$ cat src/rtl/mem_access_if.sv
// rtl/mem_access_if.sv - execute-stage, MEM/WB and byte-RAM signals of the memory-access stage
interface mem_access_if;
  logic        ex_write;
  logic [4:0]  ex_write_address;
  logic [31:0] ex_write_data;
  logic [3:0]  ex_mem_op;
  logic [31:0] ex_mem_address;
  logic [31:0] ex_store_data;
  logic        mem_write;
  logic [4:0]  mem_write_address;
  logic [31:0] mem_write_data;
  logic        stall_request;
  logic [31:0] ram_address;
  logic        ram_write_enable;
  logic [7:0]  ram_write_data;
  logic [7:0]  ram_read_data;

  modport slave (
    input  ex_write, ex_write_address, ex_write_data, ex_mem_op,
    input  ex_mem_address, ex_store_data, ram_read_data,
    output mem_write, mem_write_address, mem_write_data, stall_request,
    output ram_address, ram_write_enable, ram_write_data
  );

  modport master (
    output ex_write, ex_write_address, ex_write_data, ex_mem_op,
    output ex_mem_address, ex_store_data, ram_read_data,
    input  mem_write, mem_write_address, mem_write_data, stall_request,
    input  ram_address, ram_write_enable, ram_write_data
  );
endinterface

$ cat src/rtl/mem_access.sv
// rtl/mem_access.sv - pipeline memory stage serialising loads/stores over a byte-wide RAM
module mem_access (
  input  logic         clock,
  input  logic         reset,
  mem_access_if.slave  bus
);

  typedef enum logic [1:0] {IDLE, LOAD, STORE} state_t;

  state_t      state_q, state_d;
  logic [1:0]  k_q, k_d;
  logic [31:0] result_q, result_d;

  logic        is_load, is_store, sign_ext;
  logic [1:0]  n_m1;
  logic [1:0]  byte_idx;
  logic [1:0]  offset;
  logic [31:0] assembled;
  logic [31:0] extended;
  logic [7:0]  store_byte;

  logic        mem_write;
  logic [4:0]  mem_write_address;
  logic [31:0] mem_write_data;
  logic        stall_request;
  logic [31:0] ram_address;
  logic        ram_write_enable;
  logic [7:0]  ram_write_data;

  // n_m1 holds byte count minus one so a 2-bit value covers n = 1, 2, 4
  always_comb begin
    is_load  = 1'b0;
    is_store = 1'b0;
    sign_ext = 1'b0;
    n_m1     = 2'd0;
    case (bus.ex_mem_op)
      4'd1: begin is_load = 1'b1;  sign_ext = 1'b1; n_m1 = 2'd0; end
      4'd2: begin is_load = 1'b1;  sign_ext = 1'b1; n_m1 = 2'd1; end
      4'd3: begin is_load = 1'b1;  n_m1 = 2'd3; end
      4'd4: begin is_load = 1'b1;  n_m1 = 2'd0; end
      4'd5: begin is_load = 1'b1;  n_m1 = 2'd1; end
      4'd6: begin is_store = 1'b1; n_m1 = 2'd0; end
      4'd7: begin is_store = 1'b1; n_m1 = 2'd1; end
      4'd8: begin is_store = 1'b1; n_m1 = 2'd3; end
      default: begin end
    endcase
  end

  // In LOAD the byte arriving now was addressed at offset k-1; for LW the
  // final k wraps to 0, which still maps onto byte 3.
  assign byte_idx = k_q - 2'd1;

  always_comb begin
    assembled = result_q;
    case (byte_idx)
      2'd0: assembled[7:0]   = bus.ram_read_data;
      2'd1: assembled[15:8]  = bus.ram_read_data;
      2'd2: assembled[23:16] = bus.ram_read_data;
      2'd3: assembled[31:24] = bus.ram_read_data;
      default: begin end
    endcase
  end

  always_comb begin
    extended = assembled;
    case (n_m1)
      2'd0: extended = {{24{sign_ext & assembled[7]}},  assembled[7:0]};
      2'd1: extended = {{16{sign_ext & assembled[15]}}, assembled[15:0]};
      default: extended = assembled;
    endcase
  end

  always_comb begin
    store_byte = bus.ex_store_data[7:0];
    case (k_q)
      2'd1: store_byte = bus.ex_store_data[15:8];
      2'd2: store_byte = bus.ex_store_data[23:16];
      2'd3: store_byte = bus.ex_store_data[31:24];
      default: store_byte = bus.ex_store_data[7:0];
    endcase
  end

  always_comb begin
    state_d           = state_q;
    k_d               = k_q;
    result_d          = result_q;
    mem_write         = 1'b0;
    mem_write_address = bus.ex_write_address;
    mem_write_data    = bus.ex_write_data;
    stall_request     = 1'b0;
    offset            = 2'd0;
    ram_write_enable  = 1'b0;
    ram_write_data    = 8'd0;

    case (state_q)
      IDLE: begin
        if (is_load) begin
          stall_request = 1'b1;
          state_d       = LOAD;
          k_d           = 2'd1;
        end else if (is_store) begin
          ram_write_enable = 1'b1;
          ram_write_data   = bus.ex_store_data[7:0];
          if (n_m1 != 2'd0) begin
            stall_request = 1'b1;
            state_d       = STORE;
            k_d           = 2'd1;
          end
        end else begin
          mem_write = bus.ex_write;
        end
      end
      LOAD: begin
        offset = k_q;
        if (byte_idx == n_m1) begin
          mem_write      = bus.ex_write;
          mem_write_data = extended;
          state_d        = IDLE;
          k_d            = 2'd0;
        end else begin
          stall_request = 1'b1;
          result_d      = assembled;
          k_d           = k_q + 2'd1;
        end
      end
      STORE: begin
        offset           = k_q;
        ram_write_enable = 1'b1;
        ram_write_data   = store_byte;
        if (k_q == n_m1) begin
          state_d = IDLE;
          k_d     = 2'd0;
        end else begin
          stall_request = 1'b1;
          k_d           = k_q + 2'd1;
        end
      end
      default: begin
        state_d = IDLE;
        k_d     = 2'd0;
      end
    endcase

    ram_address = bus.ex_mem_address + {30'd0, offset};

    // Held in reset, the stage presents an all-zero face to MEM/WB and the RAM
    if (!reset) begin
      mem_write         = 1'b0;
      mem_write_address = 5'd0;
      mem_write_data    = 32'd0;
      stall_request     = 1'b0;
      ram_address       = 32'd0;
      ram_write_enable  = 1'b0;
      ram_write_data    = 8'd0;
    end
  end

  always_ff @(posedge clock) begin
    if (!reset) begin
      state_q  <= IDLE;
      k_q      <= 2'd0;
      result_q <= 32'd0;
    end else begin
      state_q  <= state_d;
      k_q      <= k_d;
      result_q <= result_d;
    end
  end

  assign bus.mem_write         = mem_write;
  assign bus.mem_write_address = mem_write_address;
  assign bus.mem_write_data    = mem_write_data;
  assign bus.stall_request     = stall_request;
  assign bus.ram_address       = ram_address;
  assign bus.ram_write_enable  = ram_write_enable;
  assign bus.ram_write_data    = ram_write_data;

endmodule

$ cat src/flat_wrapper.sv
// flat-port wrapper written by rule: the top's interface ports become plain ports
module mem_access_flat 
  (clock, reset, bus_ex_write, bus_ex_write_address, bus_ex_write_data, bus_ex_mem_op, bus_ex_mem_address, bus_ex_store_data, bus_ram_read_data, bus_mem_write, bus_mem_write_address, bus_mem_write_data, bus_stall_request, bus_ram_address, bus_ram_write_enable, bus_ram_write_data);
  mem_access_if bus_i ();
  input  logic clock;
  input  logic reset;
  input wire logic [$bits(bus_i.ex_write)-1:0] bus_ex_write;
  input wire logic [$bits(bus_i.ex_write_address)-1:0] bus_ex_write_address;
  input wire logic [$bits(bus_i.ex_write_data)-1:0] bus_ex_write_data;
  input wire logic [$bits(bus_i.ex_mem_op)-1:0] bus_ex_mem_op;
  input wire logic [$bits(bus_i.ex_mem_address)-1:0] bus_ex_mem_address;
  input wire logic [$bits(bus_i.ex_store_data)-1:0] bus_ex_store_data;
  input wire logic [$bits(bus_i.ram_read_data)-1:0] bus_ram_read_data;
  output wire logic [$bits(bus_i.mem_write)-1:0] bus_mem_write;
  output wire logic [$bits(bus_i.mem_write_address)-1:0] bus_mem_write_address;
  output wire logic [$bits(bus_i.mem_write_data)-1:0] bus_mem_write_data;
  output wire logic [$bits(bus_i.stall_request)-1:0] bus_stall_request;
  output wire logic [$bits(bus_i.ram_address)-1:0] bus_ram_address;
  output wire logic [$bits(bus_i.ram_write_enable)-1:0] bus_ram_write_enable;
  output wire logic [$bits(bus_i.ram_write_data)-1:0] bus_ram_write_data;
  assign bus_i.ex_write = bus_ex_write;
  assign bus_i.ex_write_address = bus_ex_write_address;
  assign bus_i.ex_write_data = bus_ex_write_data;
  assign bus_i.ex_mem_op = bus_ex_mem_op;
  assign bus_i.ex_mem_address = bus_ex_mem_address;
  assign bus_i.ex_store_data = bus_ex_store_data;
  assign bus_i.ram_read_data = bus_ram_read_data;
  assign bus_mem_write = bus_i.mem_write;
  assign bus_mem_write_address = bus_i.mem_write_address;
  assign bus_mem_write_data = bus_i.mem_write_data;
  assign bus_stall_request = bus_i.stall_request;
  assign bus_ram_address = bus_i.ram_address;
  assign bus_ram_write_enable = bus_i.ram_write_enable;
  assign bus_ram_write_data = bus_i.ram_write_data;
  mem_access u_core (.clock(clock), .reset(reset), .bus(bus_i));
endmodule
$ cat config.mk
export PLATFORM = sky130hd
export DESIGN_NAME = mem_access_flat
export DESIGN_NICKNAME = d
export VERILOG_FILES = /design/src/rtl/mem_access_if.sv /design/src/rtl/mem_access.sv /design/src/flat_wrapper.sv
export SDC_FILE = /design/constraint.sdc
export NUM_CORES = 1
export LEC_CHECK = 0
export BUFFER_PORTS_ARGS = -buffer_cell sky130_fd_sc_hd__buf_2
export CORE_ASPECT_RATIO = 0.8
export CORE_MARGIN = 5
export CORE_UTILIZATION = 52
export CTS_BUF_LIST = sky130_fd_sc_hd__clkbuf_4
export DETAILED_ROUTE_END_ITERATION = 8
export PLACE_DENSITY = 0.94
export SLEW_MARGIN = 10
export SYNTH_ARGS = -nofsm -noshare
export SYNTH_HDL_FRONTEND = slang
export SYNTH_SLANG_ARGS = --single-unit
$ cat constraint.sdc
create_clock -name clock -period 8.8 [get_ports clock]
set_input_delay 1.76 -clock clock [delete_from_list [all_inputs] [get_ports clock]]
set_output_delay 1.76 -clock clock [all_outputs]
set_load 0.01 [all_outputs]
# == After elaboration in Yosys (flattened, before gate mapping) ==
# Cells that the tools add are included.
# classes
n_mux,48
eq_ne,23
addsub,3
reduce_logical,13
bitwise_logic,3
# ops
cell,n
$mux 32,4
$pmux 32 s2,1
$mux 8,7
$add 32x2->32,1
$pmux 8 s3,1
$mux 2,11
$eq 4x3->1 const B,4
$mux 1,16
$pmux 8 s2,1
$pmux 2 s3,2
$eq 2x2->1 const B,5
$eq 2x1->1 const B,4
$eq 4x2->1 const B,2
$logic_not 2->1,3
$ne 3x1->1 const B,2
$reduce_or 2->1,3
$reduce_or 3->1,2
$mux 5,1
$reduce_or 5->1,1
$eq 2x2->1,2
$eq 4x1->1 const B,1
$eq 4x4->1 const B,1
$ne 2x1->1 const B,2
$pmux 1 s2,2
other kinds (9),11
# word_totals
regBits,36
input_bits,116
wordCells,93
output_inout_bits,80

# == Depth between registers and ports, before layout ==
# depth
ltp_word,9
depth_mapped,10
mapped_depth_nobuf,10

# == Worst setup path after synthesis ==
# No wires, ideal clock.
# synth_timing
kind,input to output
start,in bus_ex_mem_address[0]
end,out bus_ram_address[26]
arrival_ns,3.469
path_buffers,0
path_stages,7
slack_ns,3.571
path_cell_list,ha_1 -> fa_1 -> nand3_1 -> nor3_2 -> nand3_1 -> or3_1 -> a21boi_0
# synth_via
elab_chain_len,2
# synth_lines
item,line_no,rtl
"start, declared",flat_wrapper.sv:11,input wire logic [$bits(bus_i.ex_mem_address)-1:0] bus_ex_mem_address;
$add 32x2->32,mem_access.sv:144,"ram_address = bus.ex_mem_address + {30'd0, offset};"
$mux 32,mem_access.sv:147,if (!reset) begin
"end, declared",flat_wrapper.sv:18,output wire logic [$bits(bus_i.ram_address)-1:0] bus_ram_address;
# Every way passes these cells.

# == Worst setup path after layout ==
# layout_timing
start,in bus_ex_mem_op[2]
end,out bus_mem_write_data[22]
# layout_via
elab_chain_len,8
word_cells_on_any_way,20
# layout_lines
item,line_no,rtl
"start, declared",flat_wrapper.sv:10,input wire logic [$bits(bus_i.ex_mem_op)-1:0] bus_ex_mem_op;
"$eq 4x2->1, or another cell as far along",mem_access.sv:36,case (bus.ex_mem_op)
$reduce_or 3->1 (no source line) or $reduce_or 2->1 (tied branches),n/a,
$pmux 2 s2 or $mux 1 (tied branches),mem_access.sv:36,
"$eq 2x1->1, or another cell as far along",mem_access.sv:66,case (n_m1)
$pmux 32 s2,mem_access.sv:66,
$mux 32 (*),mem_access.sv:115,if (byte_idx == n_m1) begin
$mux 32 (*),mem_access.sv:95,case (state_q)
$mux 32 (*),mem_access.sv:147,
"end, declared",flat_wrapper.sv:16,output wire logic [$bits(bus_i.mem_write_data)-1:0] bus_mem_write_data;
# Mark *: on every way between the ends. The rest lies on a longest branch, timed or not.

==> results.json <==
{
  "firstDrtPassIters": 5,
  "ys_seq_area_share_pct": 17.8,
  "end_kind": "output pin",
  "status": "finished, final reports clean",
  "power_density_mw_per_mm2": 111,
  "antenna_found_initial": 0,
  "cap_viol_max_count": 0,
  "first_global_vias": 4589,
  "syn_avg_cell_area_um2": 7.23,
  "nNetsFinal": 846,
  "dieArea_mm2": 0.00966,
  "drt-total-wl_mm": 13.2,
  "worst_clock_skew_ns": 0.00922,
  "dp.cells": 814,
  "r2r_start": "u_core.k_q[0]$_SDFFE_PN0P_",
  "cts.sinks": 36,
  "reg2reg_depth": 9,
  "r2r_setup_slack_ns": 6.03,
  "post_cts_buffers": 0,
  "cts_resized": 0,
  "fin_cells": 822,
  "yosysTopAreaCell": "dfxtp_1",
  "io_buffers": 195,
  "hold_path_class": "reg -> reg",
  "cp.required_ns": 7.04,
  "core_mm2": 0.00750,
  "io-pin-count": 196,
  "multi_input_area_mm2": 0.00309,
  "holdPathStages": 2,
  "drive_gt1_share_pct": 33.9,
  "ctsLongestPathBuffers": 2,
  "cts-hold-fix-buffers": 0,
  "layout_min_cycle_time_ns": 6.48,
  "wire_per_inst_um": 16.1,
  "p_leak_nw": 2.39,
  "crit_type": "in -> out",
  "fmax_mhz": 154,
  "nFillCells": 673,
  "area_growth_pct": 24.8,
  "worstMarginPinSlew_ns": 1.24,
  "ys_async_sr_fraction_pct": 0,
  "dominantRegCellSynth": "dfxtp_1",
  "clkTransAtPathRegs_ns": 0.11,
  "max_slew_margin_pct": 17.2,
  "die_h_um": 88.9,
  "die_x_um": 109,
  "post-dp-hpwl_mm": 10.0,
  "cp-start-kind": "input pin",
  "hold_violations": 0,
  "vias": 4742,
  "cts_tree": "built",
  "grt_max_degree": 113,
  "gp_congestion": 0.909,
  "synth_top_area_share_pct": 17.8,
  "ys_ff_latch": 36,
  "synth_nets": 690,
  "syn_inst": 560,
  "rsz0062_at_grt": "false",
  "yosys_warnings": 0,
  "yosysUniqueCellTypes": 55,
  "cp-startpoint": "bus_ex_mem_op[2]",
  "track_usage_pct": 26.8,
  "grt_pass1_wl_mm": 21.1,
  "vias_per_cell": 5.77,
  "ir_drop_mv": 0.0857,
  "report.power.total_mw": 0.560,
  "root_buffer": "clkbuf_4",
  "rr_endpoint": "u_core.result_q[23]$_SDFFE_PN0P_",
  "place_ws_ns": 2.35,
  "ant_nets": 0,
  "synth_edf_count": 0,
  "fin_ws_ns": 2.32,
  "tns_ns": 0,
  "initial_core_util_pct": 54.0,
  "crit_fanout": 42,
  "setup_viol": 0,
  "hp-start": "u_core.result_q[12]$_SDFFE_PN0P_",
  "cts_buffers": 5,
  "drt_iter0_drc": 440,
  "fin_hold_ws_ns": 0.474,
  "htreeDepth": 2,
  "overflow": 0,
  "worst_ep_arrival_time_ns": 4.72,
  "slew_viol_final": 0,
  "num_rows": 28,
  "ff_latch_area_um2": 721,
  "min_to": "u_core.result_q[12]$_SDFFE_PN0P_",
  "netlist_area_mm2": 0.00405,
  "antenna_cells": 0,
  "clock_latency_ns": 0.34,
  "synthTopCellsByArea": "dfxtp_1, nand2_1, mux2i_1",
  "drcViolationCount": 0,
  "period_share_pct": 73.6
}
-- critical path: stages --
cell and delay (ns):
buf_2 0.17, or4b_4 0.60, nand2_1 0.47, nand3_1 0.21, a21boi_4 0.51, buf_4 0.48
nor2_1 0.12, a31o_2 0.24, buf_2 0.14
-- routing by layer --
metal | global-route usage [%] | share of wire (%)
met1 | 32.1 | 39
met2 | 49.5 | 49
met3 | 4.69 | 9.3
met4 | 8.03 | 2.4
met5 | 0 | 0
-- state kept, by name, indices dropped and copies added (netlist names) --
| name | cells |
|---|---|
| u_core.state_q | 2 |
| u_core.result_q | 32 |
| u_core.k_q | 2 |
-- cells in the final DEF, fill, tap and decap left out, types with 8 or more instances in the layout --
master / instances
mux2i_1: 27
nand4_1: 9
a21oi_1: 25
inv_1: 9
ha_1: 13
mux2_2: 8
buf_2: 195
and3_1: 9
nor2_1: 38
nand2_1: 100
dfxtp_1: 36
a21boi_0: 35
and2_1: 36
a222oi_1: 8
xnor2_1: 21
a31o_2: 16
o21ai_0: 8
nand3_1: 42
o211a_1: 16
-- where the power goes --
part,switching [mW],internal [mW]
Combinational,0.152,0.108
Sequential,0.00942,0.172
Clock,0.0563,0.0626
-- layout make-up --
cell class / instances / area share (%)
flip-flops and latches: 36 / 14.3
repair buffers: 198 / 19.8
multi-input cells: 466 / 61.1
well taps: 105 / 2.60
inverters: 9 / 0.669
clock buffers: 6 / 0.892
clock inverters: 2 / 0.694
-- cells by family after synthesis --
logic type | count (synthesis) | share of synthesized area, %
adders and majority gates | 14 | 4.51
DFF | 36 | 17.8
muxes | 35 | 8.91
buffers and inverters | 58 | 6.31
xor gates and xnor gates | 27 | 5.84
AOI/OAI and AO/OA | 126 | 24.6
and+or+nand+nor | 264 | 32.0
-- through the flow --
stage	instance area (um^2)	utilization (%)
global placement	4970	66.3
detailed placement	4970	66.3
floorplan	4050	-
global route	5050	67.4
CTS	5050	67.4
finish	5050	67.4
-- worst max-delay path by stage --
stage | to | depth (start not counted)
final | bus_mem_write_data[22] | 9
after CTS | bus_mem_write_data[22] | 9
after detailed placement | bus_mem_write_data[22] | 9
after floorplan | bus_ram_address[26] | 7
after global routing | bus_mem_write_data[22] | 9
after global placement | bus_mem_write_data[17] | 9
-- synth_stat cells (all sizes together), types with 2 or more instances --
cell	n
a21boi	38
a21oi	25
a222oi	8
a31o	16
a32o	2
and2	36
and3	9
and3b	2
buf	29
clkbuf	20
dfxtp	36
ha	13
inv	9
mux2	8
mux2i	27
nand2	100
nand2b	4
nand3	42
nand4	9
nor2	38
nor2b	4
nor3	3
nor3b	3
o211a	16
o21ai	12
or3	5
or4b	2
xnor2	21
xor2	6
Power figures use the tool's default switching activity.
